File: src/rtl/multicycle_ctrl.sv
// Multicycle RV32I sequencing controller: a Moore FSM that drives datapath selects,
// write strobes and the unified memory handshake, and counts retired instructions.
module multicycle_ctrl (
    input  logic        clk,
    input  logic        rst_n,
    input  logic [6:0]  op,
    input  logic        branch_taken,
    input  logic        mem_ready,
    output logic        mem_req,
    output logic        mem_write,
    output logic        adr_src,
    output logic        ir_write,
    output logic        pc_write,
    output logic        reg_write,
    output logic [1:0]  result_src,
    output logic [1:0]  alu_src_a,
    output logic [1:0]  alu_src_b,
    output logic [1:0]  alu_op,
    output logic [2:0]  imm_src,
    output logic        illegal,
    output logic [31:0] instret
);

    localparam logic [6:0] OP_LOAD    = 7'b0000011;
    localparam logic [6:0] OP_STORE   = 7'b0100011;
    localparam logic [6:0] OP_OP      = 7'b0110011;
    localparam logic [6:0] OP_OPIMM   = 7'b0010011;
    localparam logic [6:0] OP_BRANCH  = 7'b1100011;
    localparam logic [6:0] OP_JAL     = 7'b1101111;
    localparam logic [6:0] OP_JALR    = 7'b1100111;
    localparam logic [6:0] OP_AUIPC   = 7'b0010111;
    localparam logic [6:0] OP_LUI     = 7'b0110111;
    localparam logic [6:0] OP_SYSTEM  = 7'b1110011;
    localparam logic [6:0] OP_MISCMEM = 7'b0001111;

    typedef enum logic [3:0] {
        S_FETCH    = 4'd0,
        S_DECODE   = 4'd1,
        S_MEMADR   = 4'd2,
        S_MEMREAD  = 4'd3,
        S_MEMWB    = 4'd4,
        S_MEMWRITE = 4'd5,
        S_EXEC_R   = 4'd6,
        S_EXEC_I   = 4'd7,
        S_ALUWB    = 4'd8,
        S_BRANCH   = 4'd9,
        S_JAL      = 4'd10,
        S_JALR_ADR = 4'd11,
        S_AUIPC    = 4'd12,
        S_LUI      = 4'd13,
        S_HALT     = 4'd14
    } state_t;

    state_t      state_q, state_d;
    logic [31:0] instret_q;
    logic        illegal_q;
    logic        retire_s;
    logic        mem_req_s, mem_write_s, ir_write_s, pc_write_s, reg_write_s;

    // Next-state, retire and per-state control decode
    always_comb begin
        state_d     = state_q;
        retire_s    = 1'b0;
        mem_req_s   = 1'b0;
        mem_write_s = 1'b0;
        ir_write_s  = 1'b0;
        pc_write_s  = 1'b0;
        reg_write_s = 1'b0;
        adr_src     = 1'b0;
        result_src  = 2'b00;
        alu_src_a   = 2'b00;
        alu_src_b   = 2'b00;
        alu_op      = 2'b00;
        case (state_q)
            S_FETCH: begin
                mem_req_s  = 1'b1;
                alu_src_b  = 2'b10;
                result_src = 2'b10;
                if (mem_ready) begin
                    ir_write_s = 1'b1;
                    pc_write_s = 1'b1;
                    state_d    = S_DECODE;
                end else begin
                    state_d = S_FETCH;
                end
            end
            S_DECODE: begin
                // OldPC + imm lands in ALUOut for branch/JAL targets
                alu_src_a = 2'b01;
                alu_src_b = 2'b01;
                case (op)
                    OP_LOAD, OP_STORE:     state_d = S_MEMADR;
                    OP_OP:                 state_d = S_EXEC_R;
                    OP_OPIMM:              state_d = S_EXEC_I;
                    OP_BRANCH:             state_d = S_BRANCH;
                    OP_JAL:                state_d = S_JAL;
                    OP_JALR:               state_d = S_JALR_ADR;
                    OP_AUIPC:              state_d = S_AUIPC;
                    OP_LUI:                state_d = S_LUI;
                    OP_SYSTEM, OP_MISCMEM: begin
                        state_d  = S_FETCH;
                        retire_s = 1'b1;
                    end
                    default:               state_d = S_HALT;
                endcase
            end
            S_MEMADR: begin
                alu_src_a = 2'b10;
                alu_src_b = 2'b01;
                if (op == OP_STORE) begin
                    state_d = S_MEMWRITE;
                end else begin
                    state_d = S_MEMREAD;
                end
            end
            S_MEMREAD: begin
                mem_req_s = 1'b1;
                adr_src   = 1'b1;
                if (mem_ready) begin
                    state_d = S_MEMWB;
                end else begin
                    state_d = S_MEMREAD;
                end
            end
            S_MEMWB: begin
                result_src  = 2'b01;
                reg_write_s = 1'b1;
                retire_s    = 1'b1;
                state_d     = S_FETCH;
            end
            S_MEMWRITE: begin
                mem_req_s   = 1'b1;
                mem_write_s = 1'b1;
                adr_src     = 1'b1;
                if (mem_ready) begin
                    retire_s = 1'b1;
                    state_d  = S_FETCH;
                end else begin
                    state_d = S_MEMWRITE;
                end
            end
            S_EXEC_R: begin
                alu_src_a = 2'b10;
                alu_op    = 2'b10;
                state_d   = S_ALUWB;
            end
            S_EXEC_I: begin
                alu_src_a = 2'b10;
                alu_src_b = 2'b01;
                alu_op    = 2'b10;
                state_d   = S_ALUWB;
            end
            S_ALUWB: begin
                reg_write_s = 1'b1;
                retire_s    = 1'b1;
                state_d     = S_FETCH;
            end
            S_BRANCH: begin
                alu_src_a  = 2'b10;
                alu_op     = 2'b01;
                pc_write_s = branch_taken;
                retire_s   = 1'b1;
                state_d    = S_FETCH;
            end
            S_JALR_ADR: begin
                alu_src_a = 2'b10;
                alu_src_b = 2'b01;
                state_d   = S_JAL;
            end
            S_JAL: begin
                // PC takes the target from ALUOut while the ALU forms OldPC + 4 for rd
                alu_src_a  = 2'b01;
                alu_src_b  = 2'b10;
                pc_write_s = 1'b1;
                state_d    = S_ALUWB;
            end
            S_AUIPC: begin
                alu_src_a = 2'b01;
                alu_src_b = 2'b01;
                state_d   = S_ALUWB;
            end
            S_LUI: begin
                alu_src_a = 2'b11;
                alu_src_b = 2'b01;
                state_d   = S_ALUWB;
            end
            S_HALT: begin
                state_d = S_HALT;
            end
            default: begin
                state_d = S_FETCH;
            end
        endcase
    end

    // Immediate format follows the opcode regardless of state
    always_comb begin
        case (op)
            OP_LOAD, OP_OPIMM, OP_JALR: imm_src = 3'b000;
            OP_STORE:                   imm_src = 3'b001;
            OP_BRANCH:                  imm_src = 3'b010;
            OP_JAL:                     imm_src = 3'b011;
            OP_AUIPC, OP_LUI:           imm_src = 3'b100;
            default:                    imm_src = 3'b000;
        endcase
    end

    assign mem_req   = mem_req_s   & rst_n;
    assign mem_write = mem_write_s & rst_n;
    assign ir_write  = ir_write_s  & rst_n;
    assign pc_write  = pc_write_s  & rst_n;
    assign reg_write = reg_write_s & rst_n;
    assign illegal   = illegal_q;
    assign instret   = instret_q;

    // State, retire counter and sticky illegal flag
    always_ff @(posedge clk) begin
        if (!rst_n) begin
            state_q   <= S_FETCH;
            instret_q <= 32'd0;
            illegal_q <= 1'b0;
        end else begin
            state_q <= state_d;
            if (retire_s) begin
                instret_q <= instret_q + 32'd1;
            end
            if (state_d == S_HALT) begin
                illegal_q <= 1'b1;
            end
        end
    end

endmodule

File: config.mk
export PLATFORM = sky130hd
export DESIGN_NAME = multicycle_ctrl
export DESIGN_NICKNAME = d
export VERILOG_FILES = /design/src/rtl/multicycle_ctrl.sv
export SDC_FILE = /design/constraint.sdc
export NUM_CORES = 1
export LEC_CHECK = 0
export BUFFER_PORTS_ARGS = -buffer_cell sky130_fd_sc_hd__buf_2
export CAP_MARGIN = 20
export CORE_MARGIN = 3
export CORE_UTILIZATION = 46
export CTS_CLUSTER_SIZE = 28
export DETAILED_ROUTE_END_ITERATION = 12
export GPL_TIMING_DRIVEN = 0
export PLACE_DENSITY = 0.78
export SYNTH_ARGS = -nofsm -noshare
export SYNTH_HDL_FRONTEND = slang
export SYNTH_SLANG_ARGS = --single-unit
File: constraint.sdc
create_clock -name clk -period 2.15 [get_ports clk]
set_input_delay 0.43 -clock clk [delete_from_list [all_inputs] [get_ports clk]]
set_output_delay 0.43 -clock clk [all_outputs]
set_load 0.01 [all_outputs]
==> summary.txt <==
Global route
  • Antenna violations before repair: 0
  • Total Routing Usage GR: 22.5%
  • Number of global-route vias before repair: 2,470
  • Grt ovf: 0
  • Largest net degree at the start of global routing: 12
  • First-pass GRT wire length: 12.0 mm

Timing
  • Crit path time final: 2090 ps
  • Slew Viols, Final: 0
  • Final setup violating endpoints: 0
  • Slew headroom: 64.7%
  • Final Skew: 6.79 ps
  • RSZ-0062 raised after global routing: true
  • Fin crit share: 97.1%
  • Final hold vios: 0
  • Fmax: 479 MHz
  • Worst Tran Pin Value: 530 ps
  • TNS Setup: 0 ps

Layout
  • Nets: 420
  • Share of post-route cells with drive strength above 1: 24.9%
  • Fillcell total: 498
  • Final Instance Area: 3190 um^2
  • Inserted Diodes: 0
  • Fin util: 60.5%
  • Synthesis-to-layout area growth: 24.0%

Yosys
  • Post-Syn Area per Cell: 7.59 um^2
  • Ys async rst share: 0%
  • Yosys warns: 0
  • Number of synthesized flops with an enable pin: 0
  • Mux contribution to synthesized area: 5.06%
  • Top cells by area, synth: dfxtp_1 (29%), nand2_1 (5.8%), nand2b_1 (5.6%)
  • Netlist cell types: 50
  • Seq cells post-synth: 37
  • Post-synth top area cell: dfxtp_1
  • Net Count, Synth: 351
  • Post-Synth XOR/XNOR Area: 1.36%
  • Seq/Total Area, Yosys: 28.8%
  • Synth Area in Compound Gates: 22.9%
  • Synthesized area: 2570 um^2
  • Largest family of logic cells by synthesized area: simple AND/OR/NAND/NOR gates
  • Top cells by count, synth: nand2_1 (40), dfxtp_1 (37), nand2b_1 (23)
  • Top-area cell type share of the netlist area: 28.8%
  • Post-Synth Adder-Cell Area: 0.486%
  • Mapped Cells: 339
  • Count leader, synth: nand2_1
  • Post-Synth Simple-Gate Area: 34.5%
  • Post-synth top flop: dfxtp_1

Die
  • Row Count: 26
  • Area of the core: 5270 um^2
  • Die Area: 6530 um^2
  • # IOs: 61
  • Chip height: 80.8 um
  • Starting Density: 48.8%
  • Die W: 80.8 um

Routing
  • Routed Antenna Nets: 0
  • DR vias: 2,917
  • Initial drt markers: 278
  • Routed wire length: 7.41 mm
  • First-pass DRT Iterations: 8
  • Vias per cell: 6.09
  • WL per Instance: 15.5 um
  • DRC: 0

Worst hold path
  • WHS Path Cells: 3
  • Hold Startpoint: rst_n
  • HP Class: input port to flop

Clock network
  • H-tree levels: 2
  • Max Buffers Root-to-Sink: 2
  • Skew-Pair Late Insertion Delay: 290 ps
  • Clock transition at the registers of the reported paths: 70 ps
  • Cts hold-fix bufs: 0
  • CTS sink count: 37
  • CTS tree: done
  • Root Buffer: clkbuf_8
  • TritonCTS Buffers: 5

Run status
  • Status: finished, final reports clean

Flow run
  • Max Cap Viol: 0

Setup path
  • Reg2Reg Launch Point: state_q[2]$_SDFF_PN0_
  • CP Launch Point: state_q[0]$_SDFF_PN0_
  • Setup crit end kind: output pin
  • Critical Path RT: 1720 ps
  • Register-to-Register Path Depth: 8
  • Worst Setup Start Kind: flop
  • Worst-path fanout max: 10
  • Critical Path AT: 1660 ps
  • Crit Path Class: flop to output pin

Placement
  • Post-DP HPWL: 5.20 mm
  • Placed Area: 2950 um^2
  • Placer Congestion: 0.927
  • I/O Buffers: 58

Power
  • Peak supply drop: 0.349 mV
  • P per Cell Area: 887 nW/um^2
  • Leak: 1.29 nW
sequential cells by signal (all words and copies together), names as in the netlist:
register,flops
illegal,1
state_q,4
instret,32
worst max-delay path, stage by stage, from the launching register on:
cell,delay (ps)
dfxtp_1,380
clkbuf_2,240
nor2b_2,240
nor2_1,80
o211ai_1,160
o21a_1,140
buf_2,120
power by group:
group          switching [W]  leakage (nW)  internal (W)  total, W
sequential         0.0000402         0.299      0.000728  0.000768
clock               0.000251        0.0585      0.000378  0.000629
combinational       0.000870         0.929      0.000563   0.00143
total                0.00116          1.29       0.00167   0.00283
through the flow:
stage | std cells | hold slack, ps | total power (W) | worst slack [ps]
3_3_place_gp | 467 | 445 | 0.00211 | -142
2_1_floorplan | 339 | 478 | 0.00175 | 135
5_1_grt | 479 | 431 | 0.00302 | -47.6
3_5_place_dp | 467 | 457 | 0.00212 | -168
4_1_cts | 475 | 426 | 0.00276 | 28.6
6_report | 479 | 431 | 0.00283 | 63.0
worst paths after layout:
check / slack [ps] / end
worst max-delay path: 60 / alu_src_b[0]
worst min-delay path: 430 / instret[11]$_SDFFE_PN0P_
worst max register to register: 70 / instret[11]$_SDFFE_PN0P_
worst min register to register: 470 / illegal$_SDFFE_PN0N_
metal layers:
metal	vias to the layer above	track usage [%]	wire, um	share of wire, %
li1	1404	-	-	-
met1	1349	32.2	3310	45
met2	150	34.9	3440	46
met3	14	3.77	546	7.4
met4	0	5.91	110	1.5
met5	-	0	0	0
cell type report:
type | instances | area (um^2) | area share [%]
flip-flops and latches | 37 | 742 | 23.3
well taps | 70 | 87.6 | 2.75
inverters | 15 | 56.3 | 1.76
clock inverters | 1 | 30.0 | 0.941
repair buffers | 62 | 320 | 10.0
plain buffers | 27 | 153 | 4.78
clock buffers | 7 | 86.3 | 2.71
multi-input cells | 260 | 1720 | 53.8
cells in the final DEF, fill, tap and decap left out, types with 2 or more instances in the layout:
cell       synthesis  routed
xnor2_1            2       2
nand2b_1          23      23
nand4_1            7       7
buf_6              2       2
mux2i_1           13      13
o41ai_1           12      12
nor3b_1            2       2
o32a_1             2       2
nor4_1            11       5
inv_1             14      14
o311ai_0           5       5
buf_2              5      64
nand2_1           40      40
clkbuf_8           0       6
o2111ai_1          5       5
and3b_1            2       2
clkbuf_4           0       5
o21ai_0            7       7
clkbuf_2           0       5
nor4_2             0       5
a21oi_1           20      20
or4_1              7       7
nor3_1            10      10
and2_1             2       2
nand3_1           14      14
o211ai_1           9       9
dfxtp_1           37      36
xor2_1             2       2
a2bb2oi_1          2       2
nor2_1            19      19
o21a_1             2       2
nor2b_1            7       6
or3_1              4       4
o31ai_1            7       7
clkbuf_1          14       8
and3_1             6       6
and4_1             3       3
buf_4              0       5
what timing repair did:
item / in CTS / in global routing
pin swaps: 0 / 3
setup buffers: 0 / 4
gates cloned: 0 / 0
setup endpoints to repair: 29 / 30
resized for setup: 11 / 22
cell families after synthesis:
group,Yosys count
fa+ha+maj,1
simple gates,162
compound gates,80
mux,13
flops,37
xor+xnor,4
buf+inv,42
Power figures use the tool's default switching activity.
